<file path="src/rtl/block_deinterleaver.sv">
// Ping-pong block deinterleaver: undoes a ROWS x COLS transpose interleaver,
// one frame fills while the previous frame drains in natural order.
module block_deinterleaver #(
    parameter int ROWS = 4,
    parameter int COLS = 4
) (
    input  logic clk,
    input  logic rst,
    input  logic in_valid,
    input  logic in_sof,
    input  logic data_i,
    output logic data_o,
    output logic out_valid,
    output logic out_sof,
    output logic sync_err
);

    localparam int N  = ROWS * COLS;
    localparam int AW = $clog2(N);
    localparam int RW = $clog2(ROWS);
    localparam int CW = $clog2(COLS);

    typedef enum logic {IDLE, DRAIN} state_t;

    state_t          state_q, state_d;
    logic [AW-1:0]   wcnt_q, wcnt_d;
    logic [RW-1:0]   row_q, row_d;
    logic [CW-1:0]   col_q, col_d;
    logic [AW-1:0]   waddr_q, waddr_d;
    logic [AW-1:0]   rcnt_q, rcnt_d;
    logic            bank_sel_q, bank_sel_d;
    logic [N-1:0]    bank0_q, bank0_d;
    logic [N-1:0]    bank1_q, bank1_d;
    logic            data_o_q, data_o_d;
    logic            out_valid_q, out_valid_d;
    logic            out_sof_q, out_sof_d;
    logic            sync_err_q, sync_err_d;

    logic [AW-1:0]   wr_addr;
    logic            swap;
    logic            drain_bit;
    logic            fill_bit0;

    always_ff @(posedge clk or posedge rst) begin
        if (rst) begin
            state_q     <= IDLE;
            wcnt_q      <= '0;
            row_q       <= '0;
            col_q       <= '0;
            waddr_q     <= '0;
            rcnt_q      <= '0;
            bank_sel_q  <= 1'b0;
            bank0_q     <= '0;
            bank1_q     <= '0;
            data_o_q    <= 1'b0;
            out_valid_q <= 1'b0;
            out_sof_q   <= 1'b0;
            sync_err_q  <= 1'b0;
        end else begin
            state_q     <= state_d;
            wcnt_q      <= wcnt_d;
            row_q       <= row_d;
            col_q       <= col_d;
            waddr_q     <= waddr_d;
            rcnt_q      <= rcnt_d;
            bank_sel_q  <= bank_sel_d;
            bank0_q     <= bank0_d;
            bank1_q     <= bank1_d;
            data_o_q    <= data_o_d;
            out_valid_q <= out_valid_d;
            out_sof_q   <= out_sof_d;
            sync_err_q  <= sync_err_d;
        end
    end

    // Fill side: the write address walks down a column (step COLS) and jumps
    // to the top of the next column on row wrap, so no divide is needed.
    always_comb begin
        wcnt_d     = wcnt_q;
        row_d      = row_q;
        col_d      = col_q;
        waddr_d    = waddr_q;
        bank_sel_d = bank_sel_q;
        bank0_d    = bank0_q;
        bank1_d    = bank1_q;
        sync_err_d = 1'b0;
        wr_addr    = '0;
        swap       = 1'b0;
        if (in_valid) begin
            if (in_sof && (wcnt_q != '0)) begin
                // Resync: this bit becomes index 0 of a fresh frame.
                sync_err_d = 1'b1;
                wr_addr    = '0;
                wcnt_d     = AW'(1);
                row_d      = RW'(1);
                col_d      = '0;
                waddr_d    = AW'(COLS);
            end else begin
                wr_addr = waddr_q;
                if (wcnt_q == AW'(N - 1)) begin
                    swap       = 1'b1;
                    wcnt_d     = '0;
                    row_d      = '0;
                    col_d      = '0;
                    waddr_d    = '0;
                    bank_sel_d = ~bank_sel_q;
                end else begin
                    wcnt_d = wcnt_q + AW'(1);
                    if (row_q == RW'(ROWS - 1)) begin
                        row_d   = '0;
                        col_d   = col_q + CW'(1);
                        waddr_d = AW'(col_q) + AW'(1);
                    end else begin
                        row_d   = row_q + RW'(1);
                        waddr_d = waddr_q + AW'(COLS);
                    end
                end
            end
            if (bank_sel_q) bank1_d[wr_addr] = data_i;
            else            bank0_d[wr_addr] = data_i;
        end
    end

    assign drain_bit = bank_sel_q ? bank0_q[rcnt_q] : bank1_q[rcnt_q];
    assign fill_bit0 = bank_sel_q ? bank1_q[0] : bank0_q[0];

    // Drain side: output bit 0 is launched on the swap edge straight from the
    // bank just completed, so the first bit leaves one cycle after the last
    // input bit; the rest follow from the drain bank at rcnt.
    always_comb begin
        state_d     = state_q;
        rcnt_d      = rcnt_q;
        data_o_d    = 1'b0;
        out_valid_d = 1'b0;
        out_sof_d   = 1'b0;
        if (swap) begin
            state_d     = DRAIN;
            rcnt_d      = AW'(1);
            data_o_d    = fill_bit0;
            out_valid_d = 1'b1;
            out_sof_d   = 1'b1;
        end else if (state_q == DRAIN) begin
            data_o_d    = drain_bit;
            out_valid_d = 1'b1;
            if (rcnt_q == AW'(N - 1)) begin
                rcnt_d  = '0;
                state_d = IDLE;
            end else begin
                rcnt_d = rcnt_q + AW'(1);
            end
        end
    end

    assign data_o    = data_o_q;
    assign out_valid = out_valid_q;
    assign out_sof   = out_sof_q;
    assign sync_err  = sync_err_q;

endmodule

</file>
<file path="config.mk">
export PLATFORM = sky130hd
export DESIGN_NAME = block_deinterleaver
export DESIGN_NICKNAME = d
export VERILOG_FILES = /design/src/rtl/block_deinterleaver.sv
export SDC_FILE = /design/constraint.sdc
export NUM_CORES = 1
export LEC_CHECK = 0
export CORE_MARGIN = 1.5
export CORE_UTILIZATION = 50
export CTS_BUF_LIST = sky130_fd_sc_hd__clkbuf_4 sky130_fd_sc_hd__clkbuf_8
export CTS_CLUSTER_SIZE = 12
export DETAILED_ROUTE_END_ITERATION = 6
export MAX_ROUTING_LAYER = met4
export PLACE_DENSITY_LB_ADDON = 0.3
export SLEW_MARGIN = 15
export SYNTH_ARGS = -nofsm -noshare
export SYNTH_HDL_FRONTEND = slang
export SYNTH_SLANG_ARGS = --single-unit
</file>
<file path="constraint.sdc">
create_clock -name clk -period 2.6 [get_ports clk]
set_clock_uncertainty 0.15 [all_clocks]
set_input_delay 0.52 -clock clk [delete_from_list [all_inputs] [get_ports clk]]
set_output_delay 0.52 -clock clk [all_outputs]
set_load 0.01 [all_outputs]
</file>
Yosys cells after proc, flatten, opt, wreduce, memory -nomap -nowiden
Cells that the tools add are included.
W data, S select, Z words.
{ "op_classes": {"addsub": 6, "order_cmp": 3, "n_eq_ne": 3, "n_mux": 39, "n_bitwise": 2, "n_reduce_logical": 9} }
{ "op_table": {"columns": ["cell", "count"], "rows": [
  ["$mux W4", 10],
  ["$bwmux W16", 2],
  ["$mux W1", 18],
  ["$mux W2", 6],
  ["$lt A4 B5 Y1 const B", 2],
  ["$add A4 B1 Y4 const B", 2],
  ["$bmux W1 S4", 2],
  ["$eq A4 B4 Y1 const B", 2],
  ["$reduce_and A2 Y1", 3],
  ["$add A2 B1 Y2 const B", 2],
  ["$add A4 B3 Y4 const B", 1],
  ["$demux W1 S4", 1],
  ["$ge A4 B1 Y1 const B", 1],
  ["$reduce_bool A4 Y1", 1],
  ["$add A2 B1 Y3 const B", 1],
  ["$reduce_and A3 Y1", 1],
  ["$reduce_bool A3 Y1", 1],
  ["$eq A2 B2 Y1 const B", 1],
  ["$logic_and A1 B1 Y1", 2],
  ["$not A1 Y1", 2],
  ["$reduce_bool A2 Y1", 1]
]} }
{ "word_totals": {"regBits": 54, "inputBits": 5} }

Logic depth before layout (Yosys ltp)
{ "depth": {"ltp_word": 9, "mapped_depth": 6, "depth_no_buf": 6} }

Worst setup path after synthesis
No wires, ideal clock.
{ "synth_timing": {"path_kind": "reg-to-reg", "startpoint": "register wcnt_q[0]", "endpoint": "register bank0_q[2]", "t_arrival_ns": 2.064, "required_time_ns": 2.325, "path_slack_ns": 0.261, "stages_incl_launch_ff": 7, "path_buffers": 0, "cell_sequence": "dfrtp_1 > inv_1 > ha_1 > or3b_4 > a211o_1 > or3_1 > mux2_4"} }
{ "synth_between": {"elab_chain_len": 9} }
{ "synth_rtl": {"columns": ["element", "line_no", "source"], "rows": [
  ["from (decl)", "26", "logic [AW-1:0] wcnt_q, wcnt_d;"],
  ["from (signal assigned)", "61", "wcnt_q <= wcnt_d;"],
  ["$reduce_bool A4 Y1 (*)", "90", "if (in_sof && (wcnt_q != '0)) begin"],
  ["$logic_and A1 B1 Y1 (*)", "90", null],
  ["$mux W4 (*)", "90", null],
  ["$mux W4 (*)", "89", "if (in_valid) begin"],
  ["$lt A4 B5 Y1 (not written as such) / $ge A4 B1 Y1 (equally long branches)", "120", "else bank0_d[wr_addr] = data_i;"],
  ["$logic_and A1 B1 Y1 (not written as such)", "120", null],
  ["$mux W1 (not written as such)", "120", null],
  ["$demux W1 S4 (*)", "120", null],
  ["$bwmux W16 (*)", "120", null],
  ["to (signal assigned)", "67", "bank0_q <= bank0_d;"],
  ["to (decl)", "32", "logic [N-1:0] bank0_q, bank0_d;"]
]} }
Every way passes the cells marked *; elsewhere a longest branch is shown, timed or not. The select of a mux whose other input is x is not followed.
A chain may end at the register's enable or synchronous reset.

Worst setup path in the final report
{ "layout_timing": {"startpoint": "register wcnt_q[0]", "endpoint": "register bank0_q[9]"} }
Same word-level chain as after synthesis.

==> results.toml <==
[synthesis]
synth_edf_count = 0
synth.avg_cell_area_um2 = 11.2
synth_top_family_by_area = "multiplexers"
async_flop_share_pct = 100
ys.flop_type = "dfrtp_1"
seq_area_frac_synth_pct = 48.6
yosysWarnings = 0
syn_nets = 258
synth_compound_area_share_pct = 9.81
ys_types = 42
synthAdderAreaFrac_pct = 2.25
mappedNetlistArea_um2 = 2780
synth_simple_gate_area_share_pct = 13.5
yosys_register_bits = 54
synth_xor_xnor_area_share_pct = 0.945
synth_mux_area_share_pct = 21.8
synthesis.instances = 248

[place]
io_buffers = 8
hpwl_um = 3830
placedCellCount = 325
gp_congestion = 0.831
pre_cts_ws_ns = -0.0108

[setup_path]
r2r_start = "wcnt_q[0]$_DFFE_PP0P_"
critPathBufInv = 1
crit_path_start_kind = "flop"
r2r_cells = 6
slowest_delay_ns = 0.44
path_cells = "inv_1 > ha_1 > or3b_4 > a211o_1 > nor3_1 > mux2_2"
crit_path_end_kind = "flop"
r2r_setup_slack_ns = 0.09
path_max_fanout = 8
crit_type = "flop to flop"
arrival_ns = 2.55
rr_endpoint = "bank0_q[9]$_DFFE_PP0P_"
crit_required_ns = 2.65
crit_family = "simple AND/OR/NAND/NOR gates"
crit_slowest_cell = "a211o_1"

[routing]
firstDrtPassIters = 5
wl_um = 5650
via_count = 1974
first_iter_violations = 91
routed_via_density = 5.89
ant_nets = 0
drcViolationCount = 0
wl_per_cell_um = 16.9

[run_status]
outcome = "finished, final reports clean"

[timing]
tightest_slew_ns = 0.713
tns_ns = 0
fin_crit_ns = 2.51
post-route-period-util_pct = 96.4
finalSetupViolCount = 0
max_freq_mhz = 399
timing.final.ws_setup_ns = 0.0928
hold_viol = 0
rsz0062_at_grt = "no"
timing.hold.ws_ns = 0.361
drv_slew = 0
max_slew_margin_pct = 52.3

[clock_tree]
clock_latency_ns = 0.31
clockRootBuffer = "clkbuf_8"
clkTransAtPathRegs_ns = 0.10
cts.path.max_buffers = 2
cts_tree = "done"
cts-hold-fix-buffers = 0
cts_buffers = 5
htree_levels = 2
clock_sinks = 54

[global_routing]
overflow = 0
grt_pass1_wl_um = 9520
antenna_found_initial = 0
grt_max_degree = 35
grt_pass1_vias = 1919
grt.total_usage_pct = 20.5

[die]
die_w_um = 77.6
dieArea_um2 = 6020
initial_utilization_pct = 53.1
core_um2 = 5240
num_rows = 26
chipHeight_um = 77.6
io_pins = 9

[flow_run]
cap_viol_max_count = 0

[final_layout]
fin_nets = 274
layout_common_cells = "dfrtp_1, mux2_2, nor3_1"
drive_above_1_share_pct = 26.8
post-route-util_pct = 59.9
final_common_cell = "dfrtp_1"
syn_to_final_growth_pct = 12.9
antennaDiodeCount = 0
finalNonFillerCells = 335

[min_path]
hold_depth = 1
min_to = "bank0_q[7]$_DFFE_PP0P_"
hp-class = "flop to flop"
hp-start = "bank0_q[7]$_DFFE_PP0P_"

[pwr]
cellLeakagePower_nw = 1.39
ir_drop_v = 0.000502
powerDensity_nw_per_um2 = 952
==> worst register-to-register path: cells and delay by family, from the launching register on <==
family          cells  cell delay, ns
buf+inv             1            0.10
compound gates      1            0.44
simple gates        2            0.74
flops               1            0.43
mux                 1            0.37
fa+ha+maj           1            0.17
==> kinds of logic (layout without fill, tap and decap cells) <==
| kind of cell | Yosys count | in the layout |
|---|---|---|
| compound gates | 41 | 41 |
| mux | 47 | 47 |
| fa+ha+maj | 5 | 5 |
| buf+inv | 23 | 40 |
| simple gates | 75 | 75 |
| xor+xnor | 3 | 3 |
| flops | 54 | 54 |
==> sequential cells by signal, indices dropped and copies added (netlist names), 2 cells and up <==
signal	cells
row_q	2
rcnt_q	4
bank1_q	16
waddr_q	4
col_q	2
wcnt_q	4
bank0_q	16
==> timing repair <==
action / 4_1_cts / 5_1_grt
setup endpoints to repair: 0 / 3
buffers inserted: 0 / 2
hold endpoints to repair: 0 / 0
resized for setup: 0 / 2
==> area by class of cell <==
type,instances,area (um2)
clock buffer,7,83.8
clock inverter,1,30.0
fill,434,2100
inverter,10,37.5
multi-input combinational,171,1350
sequential,54,1350
tap,70,87.6
timing repair buffer,22,198
==> worst max-delay path by stage <==
| stage | cells after the start | slack [ns] | from | to |
|---|---|---|---|---|
| floorplan | 6 | 0.26 | wcnt_q[0]$_DFFE_PP0P_ | bank0_q[2]$_DFFE_PP0P_ |
| global placement | 5 | 0.07 | in_sof | bank0_q[15]$_DFFE_PP0P_ |
| detailed placement | 5 | -0.01 | in_sof | bank0_q[15]$_DFFE_PP0P_ |
| CTS | 6 | 0.04 | wcnt_q[0]$_DFFE_PP0P_ | bank0_q[2]$_DFFE_PP0P_ |
| global route | 6 | 0.02 | wcnt_q[0]$_DFFE_PP0P_ | bank0_q[1]$_DFFE_PP0P_ |
| finish | 6 | 0.09 | wcnt_q[0]$_DFFE_PP0P_ | bank0_q[9]$_DFFE_PP0P_ |
==> per-stage QoR <==
| step | power, mW | area, um2 |
|---|---|---|
| floorplan | 2.11 | 2780 |
| global placement | 2.38 | 3000 |
| detailed placement | 2.41 | 3000 |
| CTS | 2.99 | 3120 |
| global route | 3.18 | 3140 |
| finish | 2.99 | 3140 |
==> cell usage after synthesis, types with 2 or more instances <==
master,count,area [um2]
inv_1,10,37.5
o211ai_1,4,30.0
nor3_1,22,110
nor2_1,21,78.8
mux2_2,34,383
ha_1,5,62.6
dfrtp_1,54,1350
nand2b_1,2,12.5
clkbuf_1,11,41.3
nor2b_1,3,18.8
a21oi_1,13,65.1
mux4_2,7,158
mux2i_1,5,50.1
o21ai_0,8,40.0
and2_1,2,12.5
nand3_1,4,20.0
o221ai_1,2,17.5
a211o_1,2,17.5
nand2_1,11,41.3
a21o_1,3,22.5
xor2_1,2,17.5
or3_1,3,18.8
==> report_power, final <==
part / switching, mW / internal [mW] / leakage (nW) / total [mW]
registers: 0.299 / 1.09 / 0.707 / 1.39
logic: 0.473 / 0.549 / 0.626 / 1.02
clock network: 0.271 / 0.310 / 0.0593 / 0.581
==> metal layers <==
layer  GRT usage [%]  vias to the layer above  wire (um)
met1            28.5                      989       2690
met2            31.6                       44       2700
met5               -                        -          0
met3            4.12                        8        182
met4            4.00                        0         79
li1                -                      933          -
Power figures use the tool's default switching activity.
